### src/rtl/ysyx_22040175_pipe_ctrl_pkg.sv
// Shared definitions for the ysyx_22040175 pipeline controller: register index width and
// controller state encoding.
package ysyx_22040175_pipe_ctrl_pkg;

  localparam int unsigned REG_ADDR_WIDTH = 5;

  typedef enum logic [1:0] {
    StRun     = 2'd0,
    StMemWait = 2'd1,
    StHalt    = 2'd2
  } pipe_state_e;

endpackage

### src/rtl/ysyx_22040175_hazard_det.sv
// Load-use hazard detection: the ID instruction reads a register that the load in EX has not
// yet produced.
module ysyx_22040175_hazard_det
  import ysyx_22040175_pipe_ctrl_pkg::*;
(
  input  logic [REG_ADDR_WIDTH-1:0] id_rs1_addr,
  input  logic [REG_ADDR_WIDTH-1:0] id_rs2_addr,
  input  logic                      id_rs1_used,
  input  logic                      id_rs2_used,
  input  logic                      ex_reg_wen,
  input  logic [REG_ADDR_WIDTH-1:0] ex_reg_waddr,
  input  logic                      ex_is_load,
  output logic                      load_use
);

  logic rs1_hit, rs2_hit;

  always_comb begin
    rs1_hit  = id_rs1_used & (id_rs1_addr == ex_reg_waddr);
    rs2_hit  = id_rs2_used & (id_rs2_addr == ex_reg_waddr);
    // x0 is hard-wired, so a load targeting it never creates a dependency
    load_use = ex_is_load & ex_reg_wen & (ex_reg_waddr != '0) & (rs1_hit | rs2_hit);
  end

endmodule

### src/rtl/ysyx_22040175_pipe_ctrl.sv
// Hazard and sequencing controller for the 5-stage pipeline: load-use bubbles, redirect
// flushes, memory-wait freeze with timeout, and ebreak halt with a stall-cycle counter.
module ysyx_22040175_pipe_ctrl
  import ysyx_22040175_pipe_ctrl_pkg::*;
#(
  parameter int unsigned MEM_TIMEOUT = 64,
  parameter int unsigned CNT_W       = 32
) (
  input  logic                      clk,
  input  logic                      rst,
  input  logic [REG_ADDR_WIDTH-1:0] id_rs1_addr,
  input  logic [REG_ADDR_WIDTH-1:0] id_rs2_addr,
  input  logic                      id_rs1_used,
  input  logic                      id_rs2_used,
  input  logic                      ex_reg_wen,
  input  logic [REG_ADDR_WIDTH-1:0] ex_reg_waddr,
  input  logic                      ex_is_load,
  input  logic                      ex_redirect,
  input  logic                      mem_req,
  input  logic                      mem_ack,
  input  logic                      wb_ebreak,
  output logic                      pc_stall,
  output logic                      if_id_stall,
  output logic                      if_id_flush,
  output logic                      id_ex_stall,
  output logic                      id_ex_flush,
  output logic                      ex_mem_stall,
  output logic                      mem_wb_bubble,
  output logic                      halt,
  output logic                      mem_err,
  output logic [CNT_W-1:0]          stall_cycles
);

  localparam int unsigned WaitW = $clog2(MEM_TIMEOUT + 1);

  pipe_state_e      state_q;
  logic             halt_q, mem_err_q;
  logic [WaitW-1:0] wait_q, wait_inc;
  logic [CNT_W-1:0] stall_q;
  logic             load_use, mem_wait, freeze;

  ysyx_22040175_hazard_det u_hazard_det (
    .id_rs1_addr (id_rs1_addr),
    .id_rs2_addr (id_rs2_addr),
    .id_rs1_used (id_rs1_used),
    .id_rs2_used (id_rs2_used),
    .ex_reg_wen  (ex_reg_wen),
    .ex_reg_waddr(ex_reg_waddr),
    .ex_is_load  (ex_is_load),
    .load_use    (load_use)
  );

  always_comb begin
    mem_wait = mem_req & ~mem_ack;
    wait_inc = wait_q + WaitW'(1);
    // ebreak and memory waits both hold the whole pipe; HALT keeps it held forever
    freeze   = (state_q == StHalt) | mem_wait | ((state_q == StRun) & wb_ebreak);

    pc_stall      = 1'b0;
    if_id_stall   = 1'b0;
    if_id_flush   = 1'b0;
    id_ex_stall   = 1'b0;
    id_ex_flush   = 1'b0;
    ex_mem_stall  = 1'b0;
    mem_wb_bubble = 1'b0;
    if (rst) begin
      if_id_flush   = 1'b1;
      id_ex_flush   = 1'b1;
      mem_wb_bubble = 1'b1;
    end else if (freeze) begin
      pc_stall      = 1'b1;
      if_id_stall   = 1'b1;
      id_ex_stall   = 1'b1;
      ex_mem_stall  = 1'b1;
      mem_wb_bubble = 1'b1;
    end else if (ex_redirect) begin
      // the ID instruction is on the wrong path, so its load-use hazard is moot
      if_id_flush = 1'b1;
      id_ex_flush = 1'b1;
    end else if (load_use) begin
      pc_stall    = 1'b1;
      if_id_stall = 1'b1;
      id_ex_flush = 1'b1;
    end
  end

  always_ff @(posedge clk) begin
    if (rst) begin
      state_q   <= StRun;
      halt_q    <= 1'b0;
      mem_err_q <= 1'b0;
      wait_q    <= '0;
      stall_q   <= '0;
    end else begin
      if (pc_stall && (state_q != StHalt) && (stall_q != '1)) begin
        stall_q <= stall_q + CNT_W'(1);
      end
      unique case (state_q)
        StRun: begin
          if (wb_ebreak) begin
            state_q <= StHalt;
            halt_q  <= 1'b1;
          end else if (mem_wait) begin
            state_q <= StMemWait;
            wait_q  <= WaitW'(1);
          end
        end
        StMemWait: begin
          if (!mem_wait) begin
            state_q <= StRun;
            wait_q  <= '0;
          end else begin
            wait_q <= wait_inc;
            if (wait_inc == WaitW'(MEM_TIMEOUT)) begin
              state_q   <= StHalt;
              halt_q    <= 1'b1;
              mem_err_q <= 1'b1;
            end
          end
        end
        StHalt: ;
        default: state_q <= StRun;
      endcase
    end
  end

  assign halt         = halt_q;
  assign mem_err      = mem_err_q;
  assign stall_cycles = stall_q;

endmodule

### config.mk
export PLATFORM = sky130hd
export DESIGN_NAME = ysyx_22040175_pipe_ctrl
export DESIGN_NICKNAME = d
export VERILOG_FILES = /design/src/rtl/ysyx_22040175_pipe_ctrl_pkg.sv /design/src/rtl/ysyx_22040175_hazard_det.sv /design/src/rtl/ysyx_22040175_pipe_ctrl.sv
export SDC_FILE = /design/constraint.sdc
export NUM_CORES = 1
export LEC_CHECK = 0
export CORE_ASPECT_RATIO = 1.4
export CORE_MARGIN = 2
export CORE_UTILIZATION = 48
export DETAILED_ROUTE_END_ITERATION = 12
export PLACE_DENSITY = 0.88
export SYNTH_ARGS = -nofsm -noshare
export SYNTH_HDL_FRONTEND = slang
export SYNTH_SLANG_ARGS = --single-unit
export TNS_END_PERCENT = 30
### constraint.sdc
create_clock -name clk -period 2.4 [get_ports clk]
set_input_delay 0.48 -clock clk [delete_from_list [all_inputs] [get_ports clk]]
set_output_delay 0.48 -clock clk [all_outputs]
set_load 0.005 [all_outputs]
==> results.cfg, run 1 <==
[status]
outcome = completed

[worst_setup_path]
crit_path_top_delay_cell = clkdlybuf4s50_1
crit_type = in2out
crit_cells = 6
rrSetupSlack_ns = 0.26
reg2reg_from = stall_cycles[7]
crit_buf_inv = 3
start_kind = input pin
worst_ep_required_time_ns = 1.92
cp.arrival_ns = 1.88
worstPathMaxFanout = 6
crit_chain = clkdlybuf4s50_1, nand2b_4, a21oi_4, buf_4, nor2_1, clkdlybuf4s50_1
end_kind = primary output
crit_end = if_id_flush
cp_top_family = buffers and inverters
critPathLaunch = mem_req
reg2reg_depth = 6
cpMostUsedCell = clkdlybuf4s50_1
r2r_end = stall_cycles[28]
cpPeakStageDelay_ns = 0.51

[global_route]
grt_use_total_pct = 23.0
antenna_found_initial = 0
grt_max_degree = 29
grt.overflow.total = 0
grt_pass1_wl_mm = 10.3
first_global_vias = 2222

[yosys]
synth_ff_type = dfxtp_1
synth_warnings = 0
synthCells = 294
async_reset_ff_share_pct = 0
synthTopCellsByArea = dfxtp_1, a21oi_1, or4_1, o31ai_1, xnor2_1
synth_xor_area_share_pct = 4.03
synth_largest_area_cell = dfxtp_1
syn-cell-area_um2 = 2390
synthMuxAreaShare_pct = 1.41
yosysTopAreaCellShare_pct = 36.0
synth-simple-area-share_pct = 29.6
synth_nets = 321
synthAdderAreaFrac_pct = 1.05
synth_top_family_by_area = simple AND/OR/NAND/NOR gates
seq_area_frac_synth_pct = 36.0
ys_ff_latch = 43
synth-edff-count = 0
synth_compound_area_share_pct = 22.7
synth.avg_cell_area_um2 = 8.14
ys_types = 47

[pwr]
p_leak_nw = 1.22
ir_drop_mv = 0.368
power.density_nw_per_um2 = 469
power_mw = 1.62

[detailed_routing]
drt_iter0_drc = 144
wl_per_cell_um = 14.2
ant_nets = 0
wirelength_mm = 6.30
vias = 2585
vias_per_cell = 5.85
drt_first_pass_iters = 4
drcViolationCount = 0

[clock_network]
numCtsBuffers = 5
cts_buffer_depth = 2
ctsHoldBuffers = 0
cts_max_level = 2
cts_tree = done
clk_pin_slew_ns = 0.08
cts_num_sinks = 43
cts_root_buf = clkbuf_8
worstSkewPairLatency_ns = 0.30

[final_layout]
final_util_pct = 71.2
stdcell_count = 442
syn_to_final_growth_pct = 44.0
final-seq-area_um2 = 861
layout_commonest_cell = clkdlybuf4s50_1
final.fill_count = 394
final_nets = 404
final_cell_mix = clkdlybuf4s50_1, dfxtp_1, a21oi_1
multi_input_area_um2 = 1480
drive_above_1_share_pct = 17.2
insertedDiodeCount = 0

[sta]
period_share_pct = 98.1
fmax_ghz = 0.425
rsz0062_at_grt = true
fin_worst_skew_ns = 0.00915
setup_violations = 0
slew_viol_final = 0
layout_min_cycle_time_ns = 2.36
tightest_slew_ns = 0.395
max_slew_margin_pct = 73.6
hold_violations = 0

[floorplanning]
start_util_pct = 49.4
dieArea_um2 = 5580
boundaryPins = 66
fp-row-count = 30
die_w_um = 63.7
die_h_um = 87.6
core_area_um2 = 4840

[hold_path]
min_path_type = reg2reg

[run]
max_cap_viol_count = 0

[placed_design]
routabilityCongestion = 0.865
hpwl_mm = 4.52
port_buffers = 65
dpl.cell_count = 431
where the power goes:
group	total, mW	switching, mW	internal (mW)
Combinational	0.222	0.107	0.115
Sequential	0.726	0.00735	0.719
Clock	0.667	0.251	0.416
Total	1.62	0.366	1.25
through the flow:
stage                     setup TNS [ns]  cell area, um^2  worst slack (ns)  hold slack (ns)
after floorplan                        0             2390             0.332            0.437
after CTS                              0             3420           0.00919            0.463
after detailed placement           -7.20             3270            -0.583            0.443
after global routing             -0.0455             3450           -0.0222            0.479
final                                  0             3450            0.0444            0.460
after global placement             -5.11             3270            -0.521            0.437
logic make-up after synthesis:
logic type | Yosys count
flip-flops | 43
AND/OR/NAND/NOR | 127
buffers and inverters | 27
multiplexers | 3
AO/OA/AOI/OAI | 81
XOR/XNOR | 11
adder cells (fa/ha/maj) | 2
state kept, by name (all words and copies together) (netlist names):
signal and flops:
wait_q 7, halt 1, mem_err 1, stall_cycles 32, state_q 2
worst min-delay path by stage:
stage,cells after the start,startpoint,end,slack (ns)
finish,2,halt,halt,0.46
global route,2,halt,halt,0.48
CTS,2,halt,halt,0.46
detailed placement,2,halt,halt,0.44
global placement,2,halt,halt,0.44
floorplan,1,wait_q[6],wait_q[6],0.44
worst min-delay path, cell delays in order, from the launching register on:
cell	delay (ns)
dfxtp_1	0.33
nand2_1	0.05
o31ai_1	0.05
per-layer routing:
| layer | vias up | GRT usage [%] | share of wire [%] |
|---|---|---|---|
| met5 | - | 0 | 0 |
| met4 | 0 | 7.91 | 1.4 |
| met3 | 8 | 5.27 | 5.4 |
| met2 | 70 | 40.1 | 51 |
| met1 | 1234 | 28.0 | 43 |
| li1 | 1273 | - | - |
cells in the mapped netlist, types with 2 or more instances:
| master | count |
|---|---|
| inv_1 | 8 |
| nor2_1 | 23 |
| o211ai_1 | 2 |
| or2_2 | 3 |
| nand4_1 | 8 |
| ha_1 | 2 |
| mux2_2 | 3 |
| or4_1 | 17 |
| clkbuf_1 | 9 |
| o21ai_0 | 12 |
| o41ai_1 | 5 |
| or3_1 | 8 |
| and3_1 | 10 |
| nor2b_1 | 3 |
| buf_2 | 4 |
| nand2_1 | 23 |
| nand3b_1 | 2 |
| o31ai_1 | 16 |
| nand3_1 | 17 |
| nand4_2 | 2 |
| dfxtp_1 | 43 |
| nand2b_1 | 2 |
| o311ai_0 | 5 |
| xnor2_1 | 10 |
| buf_4 | 3 |
| nor3_1 | 3 |
| a21oi_1 | 31 |
area by class of cell:
type	count	share of cell area [%]
Clock buffer	6	2.11
Clock inverter	2	1.74
Inverter	9	0.980
Multi-Input combinational cell	224	42.8
Sequential cell	43	25.0
Tap cell	64	2.32
Timing Repair Buffer	94	25.1
what timing repair did:
action,4_1_cts,5_1_grt
setup buffers,2,1
gates cloned,0,0
pin swaps,14,8
setup endpoints to repair,4,5
gates resized for setup,31,16
(Power assumes the default switching activity.)
==> inputs of run 2 (changes only) <==
CELL_PAD_IN_SITES_DETAIL_PLACEMENT = 2   (was unset)
CELL_PAD_IN_SITES_GLOBAL_PLACEMENT = 2   (was unset)
CORE_UTILIZATION = 28   (was 48)
CTS_BUF_LIST = sky130_fd_sc_hd__clkbuf_4   (was unset)
PLACE_DENSITY = 0.89   (was 0.88)
==> run 2 against run 1 <==
Non-clock buffer count up 4. Largest power group unchanged. First-iteration DRC count down 47%. Design area down 1.1%. Sequential power about the same. Register-to-register slack worse by 0.11 ns. Combinational power up 4%. Critical path depth up 1. Final cell count up 9.0%. Worst setup slack worse by 0.028 ns. Largest cell class unchanged.
==> results.cfg, run 2 (same netlist as run 1, synthesis figures left out) <==
[worst_setup_path]
cpPeakStageDelay_ns = 0.25
crit_chain = dlygate4sd2_1, xnor2_2, nand4_1, o22ai_2, nand4b_1, a21oi_2, clkdlybuf4s15_2
cp_top_family = buffers and inverters
cp.arrival_ns = 1.90
crit_buf_inv = 2
end_kind = primary output
crit_path_top_delay_cell = dlygate4sd2_1
worst_ep_required_time_ns = 1.92
start_kind = input pin
crit_type = in2out
worstPathMaxFanout = 2

[clock_network]
ctsHoldBuffers = 0
cts_num_sinks = 43
clk_pin_slew_ns = 0.11
cts_tree = done
cts_root_buf = clkbuf_4
cts_buffer_depth = 2
cts_max_level = 2
worstSkewPairLatency_ns = 0.35
numCtsBuffers = 5

[detailed_routing]
drt_iter0_drc = 77
wirelength_mm = 8.84
wl_per_cell_um = 18.3
vias_per_cell = 5.54
ant_nets = 0
drt_first_pass_iters = 4
vias = 2670
drcViolationCount = 0

[pwr]
power.density_nw_per_um2 = 379
p_leak_nw = 1.20
ir_drop_mv = 0.162
power_mw = 1.29

[final_layout]
multi_input_area_um2 = 1470
final_util_pct = 41.3
syn_to_final_growth_pct = 42.4
insertedDiodeCount = 0
largest_reg_flops = 32
final-seq-area_um2 = 861
final_cell_mix = dfxtp_1, clkdlybuf4s50_1, buf_4
final_nets = 408
layout_commonest_cell = dfxtp_1
drive_above_1_share_pct = 18.4
final.fill_count = 942

[global_route]
grt.overflow.total = 0
first_global_vias = 2958
grt_max_degree = 43
grt_pass1_wl_mm = 14.4
antenna_found_initial = 0
grt_use_total_pct = 19.7

[floorplanning]
core_area_um2 = 8250
dieArea_um2 = 9310
start_util_pct = 29.0
fp-row-count = 39
die_h_um = 113
boundaryPins = 66
die_w_um = 82.1

[sta]
tightest_slew_ns = 0.447
period_share_pct = 99.3
fmax_ghz = 0.420
max_slew_margin_pct = 70.2
rsz0062_at_grt = true
hold_violations = 0
slew_viol_final = 0
setup_violations = 0
layout_min_cycle_time_ns = 2.38
fin_worst_skew_ns = 0.0170

[placed_design]
routabilityCongestion = 0.836
port_buffers = 65
hpwl_mm = 6.70

[run]
max_cap_viol_count = 0

[status]
outcome = completed

[hold_path]
min_path_type = reg2reg
-- run 2: cell count changes in the layout (fill, tap and decap cells not counted), sizes merged --
| cell | delta |
|---|---|
| clkdlybuf4s15 | +2 |
| buf | +4 |
| clkinvlp | +1 |
| dlymetal6s2s | +1 |
| clkbuf | -1 |
| bufinv | -2 |
| clkdlybuf4s50 | -3 |
-- run 2: layout make-up --
cell class                 count  share of cell area (%)
tap                          102                    3.74
inverter                       9                   0.991
timing repair buffer          98                    25.6
clock buffer                   5                    1.10
clock inverter                 1                   0.220
sequential                    43                    25.2
multi-input combinational    224                    43.1
-- run 2: metal layers --
metal	part of all wire (%)	track usage (%)	up-vias	wire [um]
met4	1.2	5.00	0	109
met1	38	21.1	1340	3390
met2	58	39.0	42	5160
li1	-	-	1280	-
met5	0	0	-	0
met3	2.1	2.29	8	189
-- run 2: where the power goes --
group | switching (mW) | internal, mW | leakage, nW
sequential | 0.00731 | 0.719 | 0.347
clock | 0.230 | 0.103 | 0.0232
combinational | 0.117 | 0.113 | 0.829
total | 0.355 | 0.936 | 1.20
-- run 2: what timing repair did --
action                     4_1_cts  5_1_grt
resized for setup               35       19
setup endpoints to repair        6       11
buffers inserted                 2        1
pin swaps                       15       12
-- run 2: worst paths after layout --
kind                                 startpoint               end  slack, ns  cells after the start
worst max register to register  stall_cycles[0]  stall_cycles[18]       0.15                      7
worst max-delay path             id_rs1_addr[1]       id_ex_flush       0.02                      7
worst min register to register             halt              halt       0.49                      2
worst min-delay path                       halt              halt       0.49                      2
-- run 2: per-stage QoR --
step                      setup WS, ns  instances  area, um^2  setup TNS [ns]  hold WS, ns
after global placement          -0.545        473        3320           -6.03        0.445
final                           0.0169        482        3410               0        0.494
after global routing           -0.0730        482        3410          -0.269        0.519
after floorplan                  0.332        294        2390               0        0.437
after CTS                      -0.0104        481        3380         -0.0104        0.496
after detailed placement        -0.634        473        3320          -10.02        0.475
-- run 2: worst register-to-register path: cells and delay by family, from the launching register on --
kind,cells,cell delay [ns]
flops,1,0.38
simple gates,3,0.94
buf+inv,1,0.21
fa+ha+maj,1,0.25
compound gates,2,0.39
==> inputs of run 3 (changes only) <==
SKIP_CTS_REPAIR_TIMING = 1   (was unset)
==> run 3 against run 2 <==
Largest power group unchanged. Via count increased by 0.30%. Register-to-register slack about the same. Critical path depth decreased by 1. Design area increased by 1.5%. Largest cell class unchanged. Sequential share of layout area decreased by 0.38 points. Die area unchanged. Clock skew decreased by 0.0011 ns.
==> results.cfg, run 3 (same netlist as run 1, synthesis figures left out) <==
[hold_path]
worst_hold_path.num_cells = 1
min_path_type = reg2reg

[worst_setup_path]
crit_chain = clkdlybuf4s50_1, nand2_1, o22ai_2, nand4b_1, o31ai_2, buf_2
end_kind = primary output
cp.arrival_ns = 1.91
worstPathMaxFanout = 2
crit_type = in2out
worst_ep_required_time_ns = 1.92
start_kind = input pin
crit_path_top_delay_cell = clkdlybuf4s50_1
cpPeakStageDelay_ns = 0.47
reg2reg_depth = 7

[sta]
period_share_pct = 99.6
tightest_slew_ns = 0.445
hold_violations = 0
fin_worst_skew_ns = 0.0160
rsz0062_at_grt = true
setup_violations = 0
slew_viol_final = 0
fin_tns_setup_ns = 0
max_slew_margin_pct = 70.3
layout_min_cycle_time_ns = 2.39
fmax_ghz = 0.418

[pwr]
power.density_nw_per_um2 = 374
p_leak_nw = 1.34
ir_drop_mv = 0.162
power_mw = 1.29

[clock_network]
cts_buffer_depth = 2
worstSkewPairLatency_ns = 0.35
numCtsBuffers = 5
cts_root_buf = clkbuf_4
cts_tree = done
cts_num_sinks = 43
cts_max_level = 2
clk_pin_slew_ns = 0.13

[detailed_routing]
wl_per_cell_um = 18.6
vias = 2678
drt_first_pass_iters = 4
drt_iter0_drc = 88
drcViolationCount = 0
ant_nets = 0
vias_per_cell = 5.56
wirelength_mm = 8.98

[status]
outcome = completed

[floorplanning]
die_w_um = 82.1
core_area_um2 = 8250
boundaryPins = 66
start_util_pct = 29.0
dieArea_um2 = 9310
fp-row-count = 39
die_h_um = 113

[final_layout]
layout_commonest_cell = dfxtp_1
final_nets = 408
syn_to_final_growth_pct = 44.6
final-seq-area_um2 = 861
final_cell_mix = dfxtp_1, clkdlybuf4s50_1, a21oi_1, buf_4, nand2_1
largest_reg_flops = 32
drive_above_1_share_pct = 15.3
multi_input_area_um2 = 1440
final.fill_count = 941
stdcell_count = 482
insertedDiodeCount = 0

[global_route]
first_global_vias = 2909
grt_max_degree = 43
grt_pass1_wl_mm = 14.2
antenna_found_initial = 0
grt_use_total_pct = 19.3
grt.overflow.total = 0

[placed_design]
routabilityCongestion = 0.836
hpwl_mm = 6.70
port_buffers = 65
dpl.cell_count = 473

[run]
max_cap_viol_count = 0
==> run 3: cell count changes in the layout (fill, tap and decap cells not counted), sizes merged <==
cell           before  now
dlymetal6s2s        2   21
dlygate4sd2        11    0
buf                35   34
clkbuf             10    6
clkdlybuf4s15       3    0
==> run 3: area by class of cell <==
type / instances / share of cell area [%]
Tap cell: 102 / 3.69
Inverter: 9 / 0.976
Multi-Input combinational cell: 224 / 41.5
Sequential cell: 43 / 24.9
Timing Repair Buffer: 98 / 27.6
Clock inverter: 1 / 0.217
Clock buffer: 5 / 1.08
==> run 3: final timing paths <==
kind	start	slack (ns)	end
min reg2reg	wait_q[6]	0.50	wait_q[6]
max reg2reg	stall_cycles[7]	0.14	stall_cycles[18]
max	id_rs1_used	0.01	if_id_stall
min	wait_q[6]	0.50	wait_q[6]
==> run 3: stage by stage <==
step | cell area [um^2] | util [%] | hold slack, ns | setup slack, ns
6_report | 3460 | 42.0 | 0.503 | 0.0102
5_1_grt | 3460 | 42.0 | 0.548 | -0.0810
4_1_cts | 3370 | 40.8 | 0.496 | -0.641
3_5_place_dp | 3320 | 40.3 | 0.475 | -0.634
3_3_place_gp | 3320 | 40.3 | 0.445 | -0.545
2_1_floorplan | 2390 | - | 0.437 | 0.332
==> run 3: per-layer routing <==
| metal | global-route usage (%) | share of wire [%] | vias to the layer above |
|---|---|---|---|
| met2 | 37.9 | 58 | 42 |
| met1 | 20.9 | 39 | 1344 |
| met3 | 2.29 | 2.2 | 8 |
| met5 | 0 | 0 | - |
| met4 | 5.22 | 1.2 | 0 |
| li1 | - | - | 1284 |
==> run 3: report_power, final <==
part | internal [mW] | switching (mW) | leakage (nW)
combinational | 0.118 | 0.116 | 0.967
sequential | 0.719 | 0.00763 | 0.347
clock | 0.103 | 0.230 | 0.0232
total | 0.941 | 0.354 | 1.34
==> run 3: worst max-delay path, delay by kind of cell <==
kind                   cells  cell delay, ns
buffers and inverters      2            0.63
AO/OA/AOI/OAI              2            0.51
AND/OR/NAND/NOR            2            0.30
